===== config.mk =====
export PLATFORM = sky130hd
export DESIGN_NAME = axis_pkt_fifo_flat
export DESIGN_NICKNAME = d
export VERILOG_FILES = /design/src/rtl/axis_pkt_fifo_pkg.sv /design/src/rtl/axis_pkt_fifo_if.sv /design/src/rtl/axis_pkt_fifo_ram.sv /design/src/rtl/axis_pkt_fifo.sv /design/src/flat_wrapper.sv
export SDC_FILE = /design/constraint.sdc
export NUM_CORES = 1
export LEC_CHECK = 0
export ABC_AREA = 1
export BUFFER_PORTS_ARGS = -buffer_cell sky130_fd_sc_hd__buf_4
export CELL_PAD_IN_SITES_DETAIL_PLACEMENT = 1
export CELL_PAD_IN_SITES_GLOBAL_PLACEMENT = 1
export CORE_ASPECT_RATIO = 1.75
export CORE_UTILIZATION = 40
export DETAILED_ROUTE_END_ITERATION = 10
export HOLD_SLACK_MARGIN = 0.05
export PLACE_DENSITY = 0.73
export SKIP_CTS_REPAIR_TIMING = 1
export SLEW_MARGIN = 20
export SYNTH_ARGS = -nofsm -noshare
export SYNTH_HDL_FRONTEND = slang
export SYNTH_HIERARCHICAL = 1
export SYNTH_SLANG_ARGS = --single-unit

===== constraint.sdc =====
create_clock -name clk -period 4.7 [get_ports clk]
set_input_delay 0.47 -clock clk [delete_from_list [all_inputs] [get_ports clk]]
set_output_delay 0.47 -clock clk [all_outputs]
set_load 0.03 [all_outputs]

===== src/rtl/axis_pkt_fifo_pkg.sv =====
// Shared types and constants for the AXI-Stream packet FIFO.
package axis_pkg;

  // Default beat width used by the shared beat type and the bus interface
  localparam int AXIS_DATA_W = 32;

  // Operating mode selectors for the PKT_MODE parameter
  localparam int AXIS_MODE_STREAM = 0;
  localparam int AXIS_MODE_PKT    = 1;

  // One stored beat: payload, byte enables and end-of-packet marker
  typedef struct packed {
    logic [AXIS_DATA_W-1:0]   tdata;
    logic [AXIS_DATA_W/8-1:0] tkeep;
    logic                     tlast;
  } axis_beat_t;

  // Packet-mode output gate: HOLD waits for a whole packet, FWD cuts through
  typedef enum logic {
    HOLD = 1'b0,
    FWD  = 1'b1
  } axis_pkt_state_e;

endpackage


===== src/rtl/axis_pkt_fifo_if.sv =====
// AXI-Stream link bundle with producer (master) and consumer (slave) views.
interface axis_if
  import axis_pkg::*;
#(
  parameter int DATA_W = AXIS_DATA_W
) ();

  logic [DATA_W-1:0]   tdata;
  logic [DATA_W/8-1:0] tkeep;
  logic                tlast;
  logic                tvalid;
  logic                tready;

  // Side that drives the beat
  modport master (
    output tdata,
    output tkeep,
    output tlast,
    output tvalid,
    input  tready
  );

  // Side that accepts the beat
  modport slave (
    input  tdata,
    input  tkeep,
    input  tlast,
    input  tvalid,
    output tready
  );

endinterface


===== src/rtl/axis_pkt_fifo_ram.sv =====
// Beat storage: simple dual-port array, synchronous write, asynchronous read.
module axis_fifo_ram
  import axis_pkg::*;
#(
  parameter int  DEPTH  = 16,
  parameter type beat_t = axis_beat_t
) (
  input  logic                     clk,
  input  logic                     wrEn_i,
  input  logic [$clog2(DEPTH)-1:0] wrAddr_i,
  input  beat_t                    wrData_i,
  input  logic [$clog2(DEPTH)-1:0] rdAddr_i,
  output beat_t                    rdData_o
);

  beat_t mem_q [DEPTH];

  // Store the incoming beat; contents are deliberately left unreset
  always_ff @(posedge clk) begin
    if (wrEn_i) begin
      mem_q[wrAddr_i] <= wrData_i;
    end
  end

  assign rdData_o = mem_q[rdAddr_i];

endmodule


===== src/rtl/axis_pkt_fifo.sv =====
// AXI-Stream FIFO with first-word fall-through, tkeep/tlast sidebands and an
// optional store-and-forward packet mode that falls back to cut-through when
// a single packet cannot fit.
module axis_pkt_fifo
  import axis_pkg::*;
#(
  parameter int DATA_W   = 32,
  parameter int DEPTH    = 16,
  parameter int PKT_MODE = AXIS_MODE_STREAM
) (
  input  logic                   clk,
  input  logic                   rst,
  axis_if.slave                  s,
  axis_if.master                 m,
  output logic [$clog2(DEPTH):0] level,
  output logic                   oversize
);

  localparam int AW = $clog2(DEPTH);
  localparam bit IS_PKT = (PKT_MODE == AXIS_MODE_PKT);
  localparam logic [AW:0] PTR_ONE = {{AW{1'b0}}, 1'b1};

  typedef struct packed {
    logic [DATA_W-1:0]   tdata;
    logic [DATA_W/8-1:0] tkeep;
    logic                tlast;
  } beat_t;

  logic [AW:0]     wrPtr_q, wrPtr_d;
  logic [AW:0]     rdPtr_q, rdPtr_d;
  logic [AW:0]     pktCnt_q, pktCnt_d;
  axis_pkt_state_e state_q, state_d;
  logic            readyEn_q;

  logic  empty;
  logic  full;
  logic  push;
  logic  pop;
  logic  pushLast;
  logic  popLast;
  beat_t wrBeat;
  beat_t headBeat;

  assign empty = (wrPtr_q == rdPtr_q);
  assign full  = (wrPtr_q[AW] != rdPtr_q[AW]) &&
                 (wrPtr_q[AW-1:0] == rdPtr_q[AW-1:0]);

  assign s.tready = readyEn_q && !full;
  assign push     = s.tvalid && s.tready;
  assign pop      = m.tvalid && m.tready;
  assign pushLast = push && s.tlast;
  assign popLast  = pop && headBeat.tlast;

  assign wrBeat = {s.tdata, s.tkeep, s.tlast};

  // Stream mode exposes any stored beat; packet mode waits for a complete
  // packet unless the oversize fallback has switched it to cut-through.
  assign m.tvalid = IS_PKT ? (!empty && ((state_q == FWD) || (pktCnt_q != '0)))
                           : !empty;

  // A full FIFO with no packet end inside can never complete: flag it once
  assign oversize = IS_PKT && (state_q == HOLD) && full && (pktCnt_q == '0);

  assign m.tdata = headBeat.tdata;
  assign m.tkeep = headBeat.tkeep;
  assign m.tlast = headBeat.tlast;

  assign level = wrPtr_q - rdPtr_q;

  axis_fifo_ram #(
    .DEPTH  (DEPTH),
    .beat_t (beat_t)
  ) u_ram (
    .clk      (clk),
    .wrEn_i   (push),
    .wrAddr_i (wrPtr_q[AW-1:0]),
    .wrData_i (wrBeat),
    .rdAddr_i (rdPtr_q[AW-1:0]),
    .rdData_o (headBeat)
  );

  // Pointer advance, stored-packet count and packet-mode gate transitions
  always_comb begin
    wrPtr_d  = wrPtr_q;
    rdPtr_d  = rdPtr_q;
    pktCnt_d = pktCnt_q;
    state_d  = state_q;
    if (push) begin
      wrPtr_d = wrPtr_q + PTR_ONE;
    end
    if (pop) begin
      rdPtr_d = rdPtr_q + PTR_ONE;
    end
    case ({pushLast, popLast})
      2'b10:   pktCnt_d = pktCnt_q + PTR_ONE;
      2'b01:   pktCnt_d = pktCnt_q - PTR_ONE;
      default: pktCnt_d = pktCnt_q;
    endcase
    if (IS_PKT) begin
      case (state_q)
        HOLD: begin
          if (full && (pktCnt_q == '0)) begin
            state_d = FWD;
          end
        end
        FWD: begin
          if (popLast) begin
            state_d = HOLD;
          end
        end
        default: state_d = HOLD;
      endcase
    end
  end

  // Register update; reset empties the FIFO and keeps s_tready low until
  // the first clock edge after release
  always_ff @(posedge clk or posedge rst) begin
    if (rst) begin
      wrPtr_q   <= '0;
      rdPtr_q   <= '0;
      pktCnt_q  <= '0;
      state_q   <= HOLD;
      readyEn_q <= 1'b0;
    end else begin
      wrPtr_q   <= wrPtr_d;
      rdPtr_q   <= rdPtr_d;
      pktCnt_q  <= pktCnt_d;
      state_q   <= state_d;
      readyEn_q <= 1'b1;
    end
  end

endmodule


===== src/flat_wrapper.sv =====
// flat-port wrapper written by rule: the top's interface ports become plain ports
module axis_pkt_fifo_flat import axis_pkg::*;
#(
  parameter int DATA_W   = 32,
  parameter int DEPTH    = 16,
  parameter int PKT_MODE = AXIS_MODE_STREAM
)
  (clk, rst, level, oversize, s_tdata, s_tkeep, s_tlast, s_tvalid, s_tready, m_tdata, m_tkeep, m_tlast, m_tvalid, m_tready);
  axis_if #(.DATA_W(DATA_W)) s_i ();
  axis_if #(.DATA_W(DATA_W)) m_i ();
  input  logic clk;
  input  logic rst;
  output logic [$clog2(DEPTH):0] level;
  output logic oversize;
  input wire logic [$bits(s_i.tdata)-1:0] s_tdata;
  input wire logic [$bits(s_i.tkeep)-1:0] s_tkeep;
  input wire logic [$bits(s_i.tlast)-1:0] s_tlast;
  input wire logic [$bits(s_i.tvalid)-1:0] s_tvalid;
  output wire logic [$bits(s_i.tready)-1:0] s_tready;
  output wire logic [$bits(m_i.tdata)-1:0] m_tdata;
  output wire logic [$bits(m_i.tkeep)-1:0] m_tkeep;
  output wire logic [$bits(m_i.tlast)-1:0] m_tlast;
  output wire logic [$bits(m_i.tvalid)-1:0] m_tvalid;
  input wire logic [$bits(m_i.tready)-1:0] m_tready;
  assign s_i.tdata = s_tdata;
  assign s_i.tkeep = s_tkeep;
  assign s_i.tlast = s_tlast;
  assign s_i.tvalid = s_tvalid;
  assign s_tready = s_i.tready;
  assign m_tdata = m_i.tdata;
  assign m_tkeep = m_i.tkeep;
  assign m_tlast = m_i.tlast;
  assign m_tvalid = m_i.tvalid;
  assign m_i.tready = m_tready;
  axis_pkt_fifo #(.DATA_W(DATA_W), .DEPTH(DEPTH), .PKT_MODE(PKT_MODE)) u_core (.clk(clk), .rst(rst), .s(s_i), .m(m_i), .level(level), .oversize(oversize));
endmodule

==> impl_metrics.json, run 1 <==
{
  "yosysUniqueCellTypes": 28,
  "drtIter0Drc": 1159,
  "std_cell_rows": 124,
  "path_common_cell": "nand3_1",
  "numCtsBuffers": 55,
  "drv_cap": 0,
  "netlist_area_mm2": 0.0263,
  "hold_class": "in -> reg",
  "nets": 2621,
  "hpwlAfterDp_um": 46300,
  "io_buffers": 84,
  "status": "complete, no violations",
  "place_inst": 3334,
  "syn_inst": 2519,
  "insertion_delay_ns": 0.61,
  "yosys.area.top_type": "edfxtp_1",
  "reg2reg_depth": 10,
  "cts_buffer_depth": 3,
  "critical_path_class": "reg -> out",
  "clk_pin_slew_ns": 0.06,
  "cp_cell_sequence": "clkinv_2 > buf_12 > nand3_1 > nand3_1 > nand2_1 > buf_4",
  "period_minus_slack_ns": 3.71,
  "fin_area_mm2": 0.0295,
  "layout-drive-gt1-share_pct": 8.91,
  "root_buffer": "clkbuf_16",
  "final.setup.tns_ns": 0,
  "start_util_pct": 40.4,
  "cp_data_arrival_time_ns": 3.24,
  "slew_violations": 0,
  "synthArstFlopShare_pct": 1.82,
  "startpoint_type": "register",
  "crit_family": "buffers and inverters",
  "post-route-util_pct": 45.3,
  "rsz0062_at_grt": "false",
  "synth_top_area_share_pct": 67.5,
  "cts_sinks": 603,
  "vias_per_cell": 5.25,
  "setup_slack_ns": 0.989,
  "p_leak_nw": 12.5,
  "pre_cts_slack_ns": 1.29,
  "setup_viol": 0,
  "die_width_um": 196,
  "reg2reg_to": "u_core/u_ram/mem_q[8][29]",
  "ys_ff_latch": 603,
  "firstDrtPassIters": 5,
  "grt-ovfl-total": 0,
  "endpoint_kind": "output port",
  "min_from": "s_tdata[1]",
  "max-vdd-ir-drop_mv": 0.545,
  "holdPathEnd": "u_core/u_ram/mem_q[1][6]",
  "die_h_um": 341,
  "hold_violations": 0,
  "place.gp.congestion": 0.799,
  "core-area_mm2": 0.0652,
  "reg2reg_slack_ns": 1.33,
  "slew_headroom_pct": 26.1,
  "cts_max_level": 2,
  "synth-edff-count": 592,
  "r2r_start": "u_core/rdPtr_q[2]",
  "power_mw": 17.7,
  "syn_area_per_cell_um2": 10.4,
  "max_freq_mhz": 269,
  "diodes": 0,
  "ys_warn_count": 6,
  "synth_nets": 2567,
  "hold_ws_ns": 0.183,
  "worstMarginPinSlew_ns": 1.11,
  "synth.yosys.seq_area_share_pct": 68.6,
  "nFillCells": 7214,
  "final_antenna_net_count": 0,
  "cp.required_ns": 4.23,
  "cp_slowest_cell": "clkinv_2",
  "grtUsageTotal_pct": 22.9,
  "min_period_over_period_pct": 78.9,
  "grt_antenna_before_repair": 0,
  "hold_depth": 1,
  "pin_count": 86,
  "synth.top_cells.by_area": "edfxtp_1 (68%), nand2_1 (12%), nand3_1 (8.6%), inv_1 (6.6%), buf_2 (1.2%)",
  "cts_tree": "done",
  "p_per_area_mw_per_mm2": 600,
  "synthToLayoutAreaGrowth_pct": 12.2,
  "vias": 18000,
  "wire_per_inst_um": 22.2,
  "grt_pass1_wl_um": 115000,
  "die_area_mm2": 0.0669,
  "placement.cell_area_mm2": 0.0278,
  "critPathBufInv": 3,
  "grt_pass1_vias": 19500,
  "max_stage_delay_ns": 0.85,
  "path_max_fanout": 46,
  "drc_errors": 0,
  "yosysMostFrequentCell": "nand2_1",
  "layoutNonFillerInstCount": 3433,
  "clock_skew_ns": 0.0362,
  "wirelength_um": 76100,
  "grt_start_max_net_pins": 203,
  "synth_ff_type": "edfxtp_1",
  "synth_top_cells_by_count": "nand2_1 (818), edfxtp_1 (592), inv_1 (461)"
}
-- worst max path at each step --
stage | endpoint | cells past startpoint | start | slack (ns)
2_1_floorplan | u_core/u_ram/mem_q[12][0] | 10 | u_core/rdPtr_q[2] | 1.24
3_3_place_gp | u_core/u_ram/mem_q[10][4] | 10 | u_core/rdPtr_q[2] | 1.42
3_5_place_dp | u_core/u_ram/mem_q[8][28] | 10 | u_core/rdPtr_q[2] | 1.29
4_1_cts | m_tdata[14] | 6 | u_core/rdPtr_q[2] | 0.97
5_1_grt | m_tdata[16] | 6 | u_core/rdPtr_q[2] | 0.87
6_report | m_tdata[14] | 6 | u_core/rdPtr_q[2] | 0.99
-- flip-flops by register name, summed over array words and instances (netlist names) --
name	flops
u_core/rdPtr_q	5
u_core/readyEn_q	1
u_core/wrPtr_q	5
u_core/u_ram/mem_q	592
-- area by class of cell --
cell class	instances	area, um^2	area share, %
repair buffers	121	1130	3.82
clock inverters	31	251	0.851
multi-input cells	1327	5870	19.9
well taps	819	1020	3.47
clock buffers	67	1450	4.91
inverters	465	1760	5.95
flip-flops and latches	603	18100	61.1
-- cells in the final DEF, fill, tap and decap left out, types with 2 or more instances in the layout --
master      instances
nand2_4             3
xor2_1              2
nand3b_1            3
inv_1             460
dfrtp_1             7
dfrtp_4             3
clkbuf_16          55
clkinv_1           11
edfxtp_1          592
clkinvlp_4          2
conb_1              2
clkinv_2           10
nor2_1              3
clkinv_4            3
nand3_4             2
nand2_2             4
inv_6               2
clkbuf_8            3
nand2_1           818
nor2_4             16
bufinv_16           3
clkbuf_1            9
nand4_1             8
inv_2               2
nand3_1           454
ha_1                6
buf_12             17
buf_4             102
-- per-layer routing --
| metal | global-route usage (%) | wire length [um] | vias up | share of wire (%) |
|---|---|---|---|---|
| met5 | 0 | 0 | - | 0 |
| met4 | 10.5 | 3570 | 0 | 4.7 |
| met3 | 2.40 | 2670 | 164 | 3.5 |
| met2 | 43.0 | 41000 | 425 | 54 |
| met1 | 25.7 | 28800 | 9199 | 38 |
| li1 | - | - | 8222 | - |
-- report_power, final --
part	leakage (nW)	switching, mW	internal, mW
Clock	0.833	1.99	2.36
Sequential	5.47	0.165	6.18
Combinational	6.24	5.06	1.98
Total	12.5	7.21	10.5
-- logic make-up (layout without fill, tap and decap cells) --
group	count (synthesis)	after routing	synth area share [%]
AO/OA/AOI/OAI	3	3	0.0761
XOR/XNOR	3	3	0.0998
adder cells (fa/ha/maj)	7	7	0.361
buffers and inverters	589	684	9.57
flip-flops	603	603	68.6
other	2	2	0.0285
AND/OR/NAND/NOR	1312	1312	21.3
(Power assumes the default switching activity.)
==> run 2, diff against run 1 <==
- clock period: 4.7 -> 3.8 ns (I/O delays scaled with it)
==> run 2 against run 1 <==
  * Critical path depth rose by 2
  * Die area did not move
  * Routed wire length fell by 3.5%
  * Count of clock-buffer cells in the layout rose by 7
  * Final area barely moved
  * Sequential power rose by 23%
  * Power rose by 22%
  * Highest routed layer unchanged
  * Global-route usage fell by 0.65 points
  * Clock skew fell by 0.018 ns
  * First-iteration DRC count fell by 9.2%
==> impl_metrics.json, run 2 (synthesis gave the netlist of run 1 again) <==
{
  "mostFrequentLayoutCells": "nand2_1 (818), edfxtp_1 (592), inv_1 (460)",
  "p_per_area_mw_per_mm2": 735,
  "max_stage_delay_ns": 0.61,
  "nets": 2628,
  "vias": 17900,
  "vias_per_cell": 5.20,
  "max_freq_mhz": 288,
  "hold_class": "in -> reg",
  "largest_registers": "u_core/u_ram/mem_q (592), u_core/rdPtr_q (5), u_core/wrPtr_q (5)",
  "rsz0062_at_grt": "false",
  "root_buffer": "clkbuf_16",
  "worstMarginPinSlew_ns": 1.13,
  "clk_pin_slew_ns": 0.06,
  "die_h_um": 341,
  "pin_count": 86,
  "std_cell_rows": 124,
  "highest_layer": "met4",
  "core-area_mm2": 0.0652,
  "status": "complete, no violations",
  "insertion_delay_ns": 0.62,
  "synthToLayoutAreaGrowth_pct": 12.2,
  "drc_errors": 0,
  "path_max_fanout": 55,
  "die_width_um": 196,
  "cts_tree": "done",
  "wire_per_inst_um": 21.3,
  "cts_max_level": 2,
  "grt_pass1_vias": 19400,
  "met1_length_um": 28300,
  "grt-ovfl-total": 0,
  "critPathBufInv": 3,
  "place.gp.congestion": 0.783,
  "slew_headroom_pct": 24.7,
  "final.setup.tns_ns": 0,
  "die_area_mm2": 0.0669,
  "cp_data_arrival_time_ns": 3.09,
  "cts_sinks": 603,
  "cp_slowest_cell": "buf_4",
  "layout_commonest_cell": "nand2_1",
  "hpwlAfterDp_um": 40600,
  "wl_met2_um": 39100,
  "numCtsBuffers": 55,
  "largest_register_ffs": 592,
  "nFillCells": 7188,
  "setup_viol": 0,
  "critical_path_class": "reg -> out",
  "start_util_pct": 40.4,
  "min_period_over_period_pct": 91.4,
  "drv_cap": 0,
  "cts_buffer_depth": 3,
  "period_minus_slack_ns": 3.47,
  "endpoint_kind": "output port",
  "p_leak_nw": 12.6,
  "wirelength_um": 73400,
  "clock_skew_ns": 0.0185,
  "grt_start_max_net_pins": 204,
  "hold_ws_ns": 0.0564,
  "crit_family": "buffers and inverters",
  "grt_pass1_wl_um": 112000,
  "io_buffers": 84,
  "largest-register": "u_core/u_ram/mem_q",
  "grt_antenna_before_repair": 1,
  "hold_violations": 0,
  "grtUsageTotal_pct": 22.2,
  "cp_cell_sequence": "buf_4 > buf_4 > nand2_1 > nand3_1 > nand3_1 > nand3_1 > nand2_1 > buf_4",
  "final_antenna_net_count": 0,
  "startpoint_type": "register",
  "wl_met3_um": 3090,
  "firstDrtPassIters": 5,
  "drtIter0Drc": 1052,
  "layout-drive-gt1-share_pct": 9.01,
  "slew_violations": 0,
  "max-vdd-ir-drop_mv": 0.670,
  "cp.required_ns": 3.42
}
run 2: cell types whose count changed in the layout (fill, tap and decap cells not counted), sizes merged:
cell      delta
clkinv       -6
clkbuf       +7
clkinvlp     -1
buf          +7
bufinv       -1
diode        +1
run 2: power by group:
| part | switching (mW) | internal (mW) | leakage [nW] | total [mW] |
|---|---|---|---|---|
| Clock | 2.44 | 2.83 | 0.808 | 5.27 |
| Combinational | 6.16 | 2.49 | 6.27 | 8.64 |
| Sequential | 0.147 | 7.64 | 5.47 | 7.79 |
| Total | 8.74 | 13.0 | 12.6 | 21.7 |
run 2: metal layers:
layer / vias up / global-route usage (%)
li1: 8236 / -
met1: 9023 / 25.2
met2: 472 / 41.7
met3: 157 / 2.54
met4: 0 / 9.67
met5: - / 0
run 2: layout make-up:
type,count,area (um^2),area share (%)
antenna,1,2.50,0.00847
inverter,465,1760,5.95
tap,819,1020,3.47
multi-input combinational,1327,5870,19.9
clock buffer,74,1460,4.94
timing repair buffer,128,1160,3.94
clock inverter,23,191,0.648
sequential,603,18100,61.2
run 2: path summary, 6_finish.rpt:
path	from	to	slack [ns]	cells after the start
min in group asynchronous	rst	u_core/rdPtr_q[2]	0.37	3
setup reg to reg	u_core/wrPtr_q[2]	u_core/u_ram/mem_q[9][18]	0.87	9
max in group asynchronous	rst	u_core/rdPtr_q[0]	3.02	3
setup / recovery	u_core/rdPtr_q[0]	m_tlast	0.33	8
hold / removal	s_tdata[7]	u_core/u_ram/mem_q[13][12]	0.06	1
hold reg to reg	u_core/rdPtr_q[4]	u_core/rdPtr_q[4]	0.57	2
run 2: per-stage QoR:
step | utilization [%] | setup WS (ns) | total power [mW] | instances | instance area (um^2)
after floorplan | - | 0.336 | 13.7 | 2519 | 26300
after global placement | 42.8 | 0.994 | 16.4 | 3341 | 27900
after detailed placement | 42.8 | 0.896 | 16.6 | 3341 | 27900
after CTS | 45.3 | 0.322 | 21.9 | 3438 | 29500
after global routing | 45.3 | 0.124 | 22.8 | 3440 | 29500
final | 45.3 | 0.326 | 21.7 | 3440 | 29500
run 2: worst reg2reg max path, delay by kind of cell, from the launching register on:
kind / cells / cell delay (ns)
AND/OR/NAND/NOR: 6 / 0.93
buffers and inverters: 2 / 0.67
adder cells (fa/ha/maj): 1 / 0.42
flip-flops: 1 / 0.51
